==> config.mk <==
export PLATFORM = sky130hd
export DESIGN_NAME = load_store_unit_flat
export DESIGN_NICKNAME = d
export VERILOG_FILES = /design/src/rtl/load_store_unit_if.sv /design/src/rtl/load_store_unit.sv /design/src/flat_wrapper.sv
export SDC_FILE = /design/constraint.sdc
export NUM_CORES = 1
export LEC_CHECK = 0
export ABC_AREA = 1
export CORE_MARGIN = 2
export CORE_UTILIZATION = 49
export DETAILED_ROUTE_END_ITERATION = 6
export HOLD_SLACK_MARGIN = 0.15
export PLACE_DENSITY = 0.87
export SLEW_MARGIN = 20
export SYNTH_ARGS = -nofsm -noshare
export SYNTH_HDL_FRONTEND = slang
export SYNTH_SLANG_ARGS = --single-unit
==> constraint.sdc <==
create_clock -name clk -period 2.2 [get_ports clk]
set_input_delay 0.44 -clock clk [delete_from_list [all_inputs] [get_ports clk]]
set_output_delay 0.44 -clock clk [all_outputs]
set_load 0.05 [all_outputs]
==> src/rtl/load_store_unit_if.sv <==
// Core-side request/response and memory-side bus bundles
// for the load/store unit.
interface load_store_unit_req_if #(
  parameter int ADDRESS_WIDTH = 9,
  parameter int DATA_WIDTH    = 32
);
  logic                     ReqValid;
  logic                     ReqReady;
  logic                     MemRead;
  logic                     MemWrite;
  logic [2:0]               Funct3;
  logic [ADDRESS_WIDTH-1:0] Address;
  logic [DATA_WIDTH-1:0]    WriteData;
  logic                     RespValid;
  logic [DATA_WIDTH-1:0]    ReadData;
  logic                     Misaligned;
  logic                     Timeout;

  modport master (
    output ReqValid, MemRead, MemWrite, Funct3, Address, WriteData,
    input  ReqReady, RespValid, ReadData, Misaligned, Timeout
  );

  modport slave (
    input  ReqValid, MemRead, MemWrite, Funct3, Address, WriteData,
    output ReqReady, RespValid, ReadData, Misaligned, Timeout
  );
endinterface

interface load_store_unit_mem_if #(
  parameter int ADDRESS_WIDTH = 9,
  parameter int DATA_WIDTH    = 32
);
  logic                     MemReq;
  logic                     MemAck;
  logic [ADDRESS_WIDTH-1:0] MemAddr;
  logic                     MemWe;
  logic [3:0]               MemByteEn;
  logic [DATA_WIDTH-1:0]    MemWData;
  logic [DATA_WIDTH-1:0]    MemRData;

  modport master (
    output MemReq, MemAddr, MemWe, MemByteEn, MemWData,
    input  MemAck, MemRData
  );

  modport slave (
    input  MemReq, MemAddr, MemWe, MemByteEn, MemWData,
    output MemAck, MemRData
  );
endinterface

==> src/rtl/load_store_unit.sv <==
// Data-memory initiator: aligns, lane-steers and extends
// loads/stores with a bounded wait on the memory acknowledge.
module load_store_unit #(
  parameter int ADDRESS_WIDTH = 9,
  parameter int DATA_WIDTH    = 32,
  parameter int TIMEOUT       = 15
) (
  input  logic                  clk,
  input  logic                  rst_n,
  load_store_unit_req_if.slave  req,
  load_store_unit_mem_if.master mem
);
  localparam int CW = $clog2(TIMEOUT + 1);
  localparam int AW = ADDRESS_WIDTH;
  localparam int DW = DATA_WIDTH;

  typedef enum logic [1:0] {IDLE, REQ, RESP, ERR} state_e;

  state_e        state_q;
  logic [CW-1:0] cnt_q;
  logic [2:0]    f3_q;
  logic [1:0]    off_q;
  logic          we_q;
  logic          ready_q;
  logic          rvalid_q;
  logic          mis_q;
  logic          to_q;
  logic          mreq_q;
  logic [DW-1:0] rdata_q;
  logic [DW-1:0] wdata_q;
  logic [AW-1:0] addr_q;
  logic [3:0]    be_q;

  logic          acc_d;
  logic          is_h_d;
  logic          is_w_d;
  logic          mis_d;
  logic          sx_d;
  logic [1:0]    off_d;
  logic [3:0]    be_d;
  logic [DW-1:0] wdata_d;
  logic [DW-1:0] word_d;
  logic [DW-1:0] rdata_d;

  // Request decode: size, lanes and alignment
  always_comb begin
    off_d   = req.Address[1:0];
    acc_d   = req.ReqValid && (req.MemRead || req.MemWrite);
    is_h_d  = 1'b0;
    is_w_d  = 1'b0;
    be_d    = 4'b0000;
    wdata_d = req.WriteData;
    unique case (1'b1)
      req.Funct3[1]: begin
        is_w_d = 1'b1;
        be_d   = 4'b1111;
      end
      !req.Funct3[1] && req.Funct3[0]: begin
        is_h_d  = 1'b1;
        be_d    = off_d[1] ? 4'b1100 : 4'b0011;
        wdata_d = {2{req.WriteData[15:0]}};
      end
      default: begin
        be_d    = 4'b0001 << off_d;
        wdata_d = {4{req.WriteData[7:0]}};
      end
    endcase
    if (req.MemRead) be_d = 4'b0000;
    mis_d = (is_h_d && off_d[0]) ||
            (is_w_d && (off_d != 2'b00));
  end

  // Load extraction from the acknowledged word
  always_comb begin
    sx_d    = !f3_q[2];
    word_d  = mem.MemRData >> {off_q, 3'b000};
    rdata_d = word_d;
    unique case (1'b1)
      f3_q[1]: rdata_d = word_d;
      !f3_q[1] && f3_q[0]:
        rdata_d = {{(DW-16){sx_d & word_d[15]}},
                   word_d[15:0]};
      default:
        rdata_d = {{(DW-8){sx_d & word_d[7]}},
                   word_d[7:0]};
    endcase
  end

  always_ff @(posedge clk) begin
    if (!rst_n) begin
      state_q  <= IDLE;
      cnt_q    <= '0;
      f3_q     <= '0;
      off_q    <= '0;
      we_q     <= 1'b0;
      ready_q  <= 1'b1;
      rvalid_q <= 1'b0;
      mis_q    <= 1'b0;
      to_q     <= 1'b0;
      mreq_q   <= 1'b0;
      rdata_q  <= '0;
      wdata_q  <= '0;
      addr_q   <= '0;
      be_q     <= '0;
    end else begin
      unique case (state_q)
        IDLE: begin
          if (acc_d) begin
            ready_q <= 1'b0;
            cnt_q   <= '0;
            f3_q    <= req.Funct3;
            off_q   <= off_d;
            we_q    <= !req.MemRead;
            if (mis_d) begin
              state_q  <= ERR;
              rvalid_q <= 1'b1;
              mis_q    <= 1'b1;
              to_q     <= 1'b0;
              rdata_q  <= '0;
            end else begin
              state_q <= REQ;
              mreq_q  <= 1'b1;
              addr_q  <= {req.Address[AW-1:2], 2'b00};
              be_q    <= be_d;
              wdata_q <= wdata_d;
            end
          end
        end
        REQ: begin
          // An ack in the final allowed cycle still wins
          if (mem.MemAck) begin
            state_q  <= RESP;
            mreq_q   <= 1'b0;
            rvalid_q <= 1'b1;
            mis_q    <= 1'b0;
            to_q     <= 1'b0;
            rdata_q  <= we_q ? '0 : rdata_d;
          end else if (cnt_q == CW'(TIMEOUT - 1)) begin
            state_q  <= ERR;
            mreq_q   <= 1'b0;
            rvalid_q <= 1'b1;
            mis_q    <= 1'b0;
            to_q     <= 1'b1;
            rdata_q  <= '0;
          end else begin
            cnt_q <= cnt_q + 1'b1;
          end
        end
        RESP, ERR: begin
          state_q  <= IDLE;
          rvalid_q <= 1'b0;
          ready_q  <= 1'b1;
        end
        default: state_q <= IDLE;
      endcase
    end
  end

  assign req.ReqReady   = ready_q;
  assign req.RespValid  = rvalid_q;
  assign req.ReadData   = rdata_q;
  assign req.Misaligned = mis_q;
  assign req.Timeout    = to_q;
  assign mem.MemReq     = mreq_q;
  assign mem.MemAddr    = addr_q;
  assign mem.MemWe      = we_q & mreq_q;
  assign mem.MemByteEn  = be_q;
  assign mem.MemWData   = wdata_q;
endmodule
==> src/flat_wrapper.sv <==
// flat-port wrapper written by rule: the top's interface ports become plain ports
module load_store_unit_flat 
#(
  parameter int ADDRESS_WIDTH = 9,
  parameter int DATA_WIDTH    = 32,
  parameter int TIMEOUT       = 15
)
  (clk, rst_n, req_ReqValid, req_MemRead, req_MemWrite, req_Funct3, req_Address, req_WriteData, req_ReqReady, req_RespValid, req_ReadData, req_Misaligned, req_Timeout, mem_MemReq, mem_MemAddr, mem_MemWe, mem_MemByteEn, mem_MemWData, mem_MemAck, mem_MemRData);
  load_store_unit_req_if #(.ADDRESS_WIDTH(ADDRESS_WIDTH), .DATA_WIDTH(DATA_WIDTH)) req_i ();
  load_store_unit_mem_if #(.ADDRESS_WIDTH(ADDRESS_WIDTH), .DATA_WIDTH(DATA_WIDTH)) mem_i ();
  input  logic clk;
  input  logic rst_n;
  input wire logic [$bits(req_i.ReqValid)-1:0] req_ReqValid;
  input wire logic [$bits(req_i.MemRead)-1:0] req_MemRead;
  input wire logic [$bits(req_i.MemWrite)-1:0] req_MemWrite;
  input wire logic [$bits(req_i.Funct3)-1:0] req_Funct3;
  input wire logic [$bits(req_i.Address)-1:0] req_Address;
  input wire logic [$bits(req_i.WriteData)-1:0] req_WriteData;
  output wire logic [$bits(req_i.ReqReady)-1:0] req_ReqReady;
  output wire logic [$bits(req_i.RespValid)-1:0] req_RespValid;
  output wire logic [$bits(req_i.ReadData)-1:0] req_ReadData;
  output wire logic [$bits(req_i.Misaligned)-1:0] req_Misaligned;
  output wire logic [$bits(req_i.Timeout)-1:0] req_Timeout;
  output wire logic [$bits(mem_i.MemReq)-1:0] mem_MemReq;
  output wire logic [$bits(mem_i.MemAddr)-1:0] mem_MemAddr;
  output wire logic [$bits(mem_i.MemWe)-1:0] mem_MemWe;
  output wire logic [$bits(mem_i.MemByteEn)-1:0] mem_MemByteEn;
  output wire logic [$bits(mem_i.MemWData)-1:0] mem_MemWData;
  input wire logic [$bits(mem_i.MemAck)-1:0] mem_MemAck;
  input wire logic [$bits(mem_i.MemRData)-1:0] mem_MemRData;
  assign req_i.ReqValid = req_ReqValid;
  assign req_i.MemRead = req_MemRead;
  assign req_i.MemWrite = req_MemWrite;
  assign req_i.Funct3 = req_Funct3;
  assign req_i.Address = req_Address;
  assign req_i.WriteData = req_WriteData;
  assign req_ReqReady = req_i.ReqReady;
  assign req_RespValid = req_i.RespValid;
  assign req_ReadData = req_i.ReadData;
  assign req_Misaligned = req_i.Misaligned;
  assign req_Timeout = req_i.Timeout;
  assign mem_MemReq = mem_i.MemReq;
  assign mem_MemAddr = mem_i.MemAddr;
  assign mem_MemWe = mem_i.MemWe;
  assign mem_MemByteEn = mem_i.MemByteEn;
  assign mem_MemWData = mem_i.MemWData;
  assign mem_i.MemAck = mem_MemAck;
  assign mem_i.MemRData = mem_MemRData;
  load_store_unit #(.ADDRESS_WIDTH(ADDRESS_WIDTH), .DATA_WIDTH(DATA_WIDTH), .TIMEOUT(TIMEOUT)) u_core (.clk(clk), .rst_n(rst_n), .req(req_i), .mem(mem_i));
endmodule
---- After elaboration in Yosys (flattened, before gate mapping) ----
Cells that the tools add are included.
storage, ports and cells
  logic and storage cells ................. 94
  register bits after elaboration ......... 92
  bits of input ports ..................... 82
cells by class
  reduce and logical (&&, ||, !) cells .... 24
  eq/ne operators ......................... 10
  $add $sub $neg .......................... 1
  bitwise logic cells ..................... 4
  shifts and indexed selects .............. 2
  muxes and demuxes ....................... 39
operator list
  kind                   number
  $pmux W32 S2           3
  $mux W32               5
  $shr A32 B5 Y32        1
  $mux W4                5
  $pmux W4 S2            2
  $mux W1                14
  $reduce_and A4 Y1      3
  $mux W2                4
  $pmux W1 S2            4
  $ne A2 B2 Y1 const B   3
  $pmux W2 S3            1
  $reduce_and A2 Y1      3
  $reduce_and A3 Y1      2
  $reduce_bool A2 Y1     3
  $logic_and A1 B1 Y1    5
  $add A4 B1 Y4 const B  1
  $eq A2 B2 Y1 const B   2
  $eq A4 B4 Y1 const B   1
  $logic_not A1 Y1       4
  $ne A2 B1 Y1 const B   2
  $shl A1 B2 Y4 const A  1
  $and A1 B1 Y1          3
  $ne A3 B2 Y1 const B   1
  $pmux W1 S3            1
  5 further kinds        6

---- Logic depth before layout (Yosys ltp) ----
  word-level depth ........................ 8
  mapped depth ............................ 10
  mapped depth without buffers ............ 9

---- Worst setup path after synthesis ----
OpenSTA, ideal clock, no wires.
  path type ............................... register to output
  start point ............................. register u_core.mreq_q (netlist: u_core.mem.MemReq)
  end point ............................... output mem_MemWe
  required time ........................... 1.760 ns
  path slack .............................. 0.714 ns
  arrival ................................. 1.046 ns
  stages on the path, launching flop included .. 3
  path through ............................ dfxtp_1 nand2_1 inv_1
on the way
  longest elaborated chain between the ends .. 1
ends and longest elaborated chain
  element                   RTL line                source
  start: declaration        load_store_unit.sv:28   logic mreq_q;
  start signal: assignment  load_store_unit.sv:100  mreq_q <= 1'b0;
  start signal: assignment  load_store_unit.sv:122  mreq_q <= 1'b1;
  start signal: assignment  load_store_unit.sv:133  mreq_q <= 1'b0;
  $and A1 B1 Y1             load_store_unit.sv:166  assign mem.MemWe = we_q & mreq_q;
  end: declaration          flat_wrapper.sv:26      output wire logic [$bits(mem_i.MemWe)-1:0] mem_MemWe;
Every way passes these cells.

---- Worst setup path in the final report ----
  start point ............................. register u_core.we_q
  end point ............................... output mem_MemWe
on the way
  longest elaborated chain between the ends .. 1
ends and longest elaborated chain
  element                   RTL line                source
  start: declaration        load_store_unit.sv:23   logic we_q;
  start signal: assignment  load_store_unit.sv:113  we_q <= !req.MemRead;
  $and A1 B1 Y1             load_store_unit.sv:166
Every way passes these cells.

==> metrics <==
Slew Viols, Final 0; port bufs 162; largest net degree at the start of global routing 46; FMAX 473 MHz; Worst IR Drop VDD 0.488 mV; Synth area leader dfxtp_1; Async SR Flop Fraction 0%; WL/cell about 16 um; multiplexer share of the synthesized area 0%; Placer Congestion 0.932; Hold Crit Class flip-flop to flip-flop; Register-to-Register Path Depth 6; WS Path Type flip-flop to primary output; gr usage total 28.3%; Synth Area in Adders 0.547%; ANT nets after route 0; sequential area share after synthesis 40.3%; vias in the first global route 4,838; Post-CTS Setup Inserts 0; total number of vias 5,066; Final Setup Violations 0; Pre-Repair DR Iteration Count 5; WP data arrival 1.68 ns; hold path depth 2; main combinational cell family by area after synthesis simple AND/OR/NAND/NOR gates; M3 GR Usage roughly a tenth; Hold Buf Count CTS 0; fin cells around 920; clock sinks between 90 and 100; leading post-synthesis cells by cell area dfxtp_1 (40%), nand2_1 (14%), a21oi_1 (8.2%); TritonCTS Buffers 9; Critical Path End Type primary output; gr ovfl total 0; Worst EP required 1.76 ns; Detailed Route WL 14.3 mm; pwr dens 687 nW/um^2; # H-tree levels 3; worst-skew pair later-pin latency 0.37 ns; #FFs+latches synth 92; dominant synthesized flop cell dfxtp_1; DR iter-0 viols ~280; initial antenna violation count 0; Slew headroom 54.5%; Final Net Count 886; outcome completed; most common cell in the netlist nand2_1; Slew @ Worst Pin 0.682 ns; worst-path fanout max 3; FF-to-FF Start u_core.off_q[1]$_SDFFE_PN0P_; HP Start u_core.mem.MemByteEn[2]$_SDFFE_PN0P_; Die H 101 um; Startpoint Class flip-flop; die area between 10,000 and 15,000 sq um; Tcrit/Tclk final 96.2%; leak pwr about 2.7 nW; RSZ-0062 raised after global routing false; Gate Count Post-Synth 657; drc violations 0; Final Hold Viols 0; first-pass GRT wire length 22.9 mm; pre-CTS WS 0.0777 ns; row count 35; setup tns final 0 ns; die width 101 um; MaxCap Viol Count 0; final worst path period need 2.12 ns; Synth top cells by count nand2_1 (172), dfxtp_1 (92), a21oi_1 (75), nor2_1 (75), nand3_1 (70); n_diodes 0; Worst Slack Setup Final around 0.084 ns; Synth Warn # 0; simple-gate share of the synthesized area a little under a third; # IOs 165; clk_skew 0.00970 ns; vias per cell around 5.5; Worst Hold End u_core.mem.MemByteEn[2]$_SDFFE_PN0P_; Synth Area in Compound Gates 18.3%; Post-synth EDFFs 0; syn avg cell area between 6 and 7 sq um; Initial Util between 40% and 50%; CTS root buffer clkbuf_8; share of post-route cells with drive strength above 1 6.69%; busiest layer in global routing met2; XOR/XNOR Fraction of Synth Area 0.383%; CTS tree done; hpwl dp around 11 mm; clock-pin slew on the worst setup and hold paths roughly 0.090 ns; Placed Cells 902; CTS Buffer Depth 2; global routing usage on met1 ~32%; M2 GR Usage roughly half; Yosys top cell area share 40.3%; cells resized by post-CTS repair 0; Reg2Reg Setup Slack roughly 0.35 ns; RR Endpoint u_core.req.ReadData[29]$_SDFFE_PN0P_; Distinct cells, synth 30; area grow syn2layout 40.4%; mapped cell area 4570 sq um; area of the core approximately 9200 sq um
==> power breakdown <==
| part | leakage, nW | internal (mW) | switching, mW |
|---|---|---|---|
| sequential | 0.751 | 1.78 | 0.0758 |
| combinational | 1.85 | 0.495 | 0.884 |
| clock | 0.106 | 0.557 | 0.618 |
==> layout make-up <==
class                           instances  area, sq um
Fill cell                             752         2740
Multi-Input combinational cell        487         2330
Sequential cell                        92         1840
Timing Repair Buffer                  177         1770
Tap cell                              111          139
Clock buffer                           10          138
Inverter                               35          131
Clock inverter                          6         62.6
==> kinds of logic (layout without fill, tap and decap cells) <==
group	count (synthesis)	count (layout)
flops	92	92
simple gates	338	338
compound gates	143	143
other cells	1	2
buf+inv	79	228
fa+ha+maj	2	2
xor+xnor	2	2
==> stage by stage <==
step	util (%)	area (sq um)	hold WS [ns]	power, mW
floorplan	-	4570	0.450	2.78
global placement	67.9	6210	0.451	3.22
detailed placement	67.9	6210	0.456	3.25
CTS	70.1	6410	0.471	4.42
global route	70.1	6410	0.487	4.61
finish	70.1	6410	0.470	4.41
==> sequential cells by signal, indices dropped and copies added, names as in the netlist, 2 cells and up <==
| register | flops |
|---|---|
| u_core.mem.MemByteEn | 4 |
| u_core.mem.MemAddr | 7 |
| u_core.off_q | 2 |
| u_core.cnt_q | 4 |
| u_core.mem.MemWData | 32 |
| u_core.f3_q | 3 |
| u_core.req.ReadData | 32 |
| u_core.state_q | 2 |
==> worst max-delay path by stage <==
stage	start	endpoint	slack (ns)	depth (start not counted)
floorplan	u_core.mem.MemReq$_SDFFE_PN0P_	mem_MemWe	0.71	2
global placement	req_Address[1]	u_core.req.ReadData[12]$_SDFFE_PN0P_	0.18	8
detailed placement	req_Address[1]	u_core.req.ReadData[21]$_SDFFE_PN0P_	0.08	8
CTS	u_core.we_q$_SDFFE_PN0P_	mem_MemWe	0.06	3
global route	u_core.we_q$_SDFFE_PN0P_	mem_MemWe	0.009	3
finish	u_core.we_q$_SDFFE_PN0P_	mem_MemWe	0.08	3
==> metal layers <==
layer | part of all wire, % | vias to the layer above
met1 | 38 | 2319
met5 | 0 | -
met4 | 2.6 | 0
met2 | 48 | 255
li1 | - | 2450
met3 | 11 | 42
==> cell usage in the layout, fill, tap and decap left out, drive strengths merged <==
cell type,instances
a211oi,1
nand3b,1
nand4,2
clkinv,5
nor3,2
o211ai,12
xor2,2
nor2,80
conb,2
clkbuf,10
bufinv,1
buf,15
clkdlybuf4s50,162
dfxtp,92
o211a,15
inv,35
o21ai,39
nand2,181
nand3,72
ha,2
a21oi,76
==> worst max-delay path, stage by stage (launching register included) <==
cell	delay, ns
dfxtp_1	0.40
nand2_1	0.07
inv_1	0.05
clkdlybuf4s50_1	0.80
(Power assumes the default switching activity.)
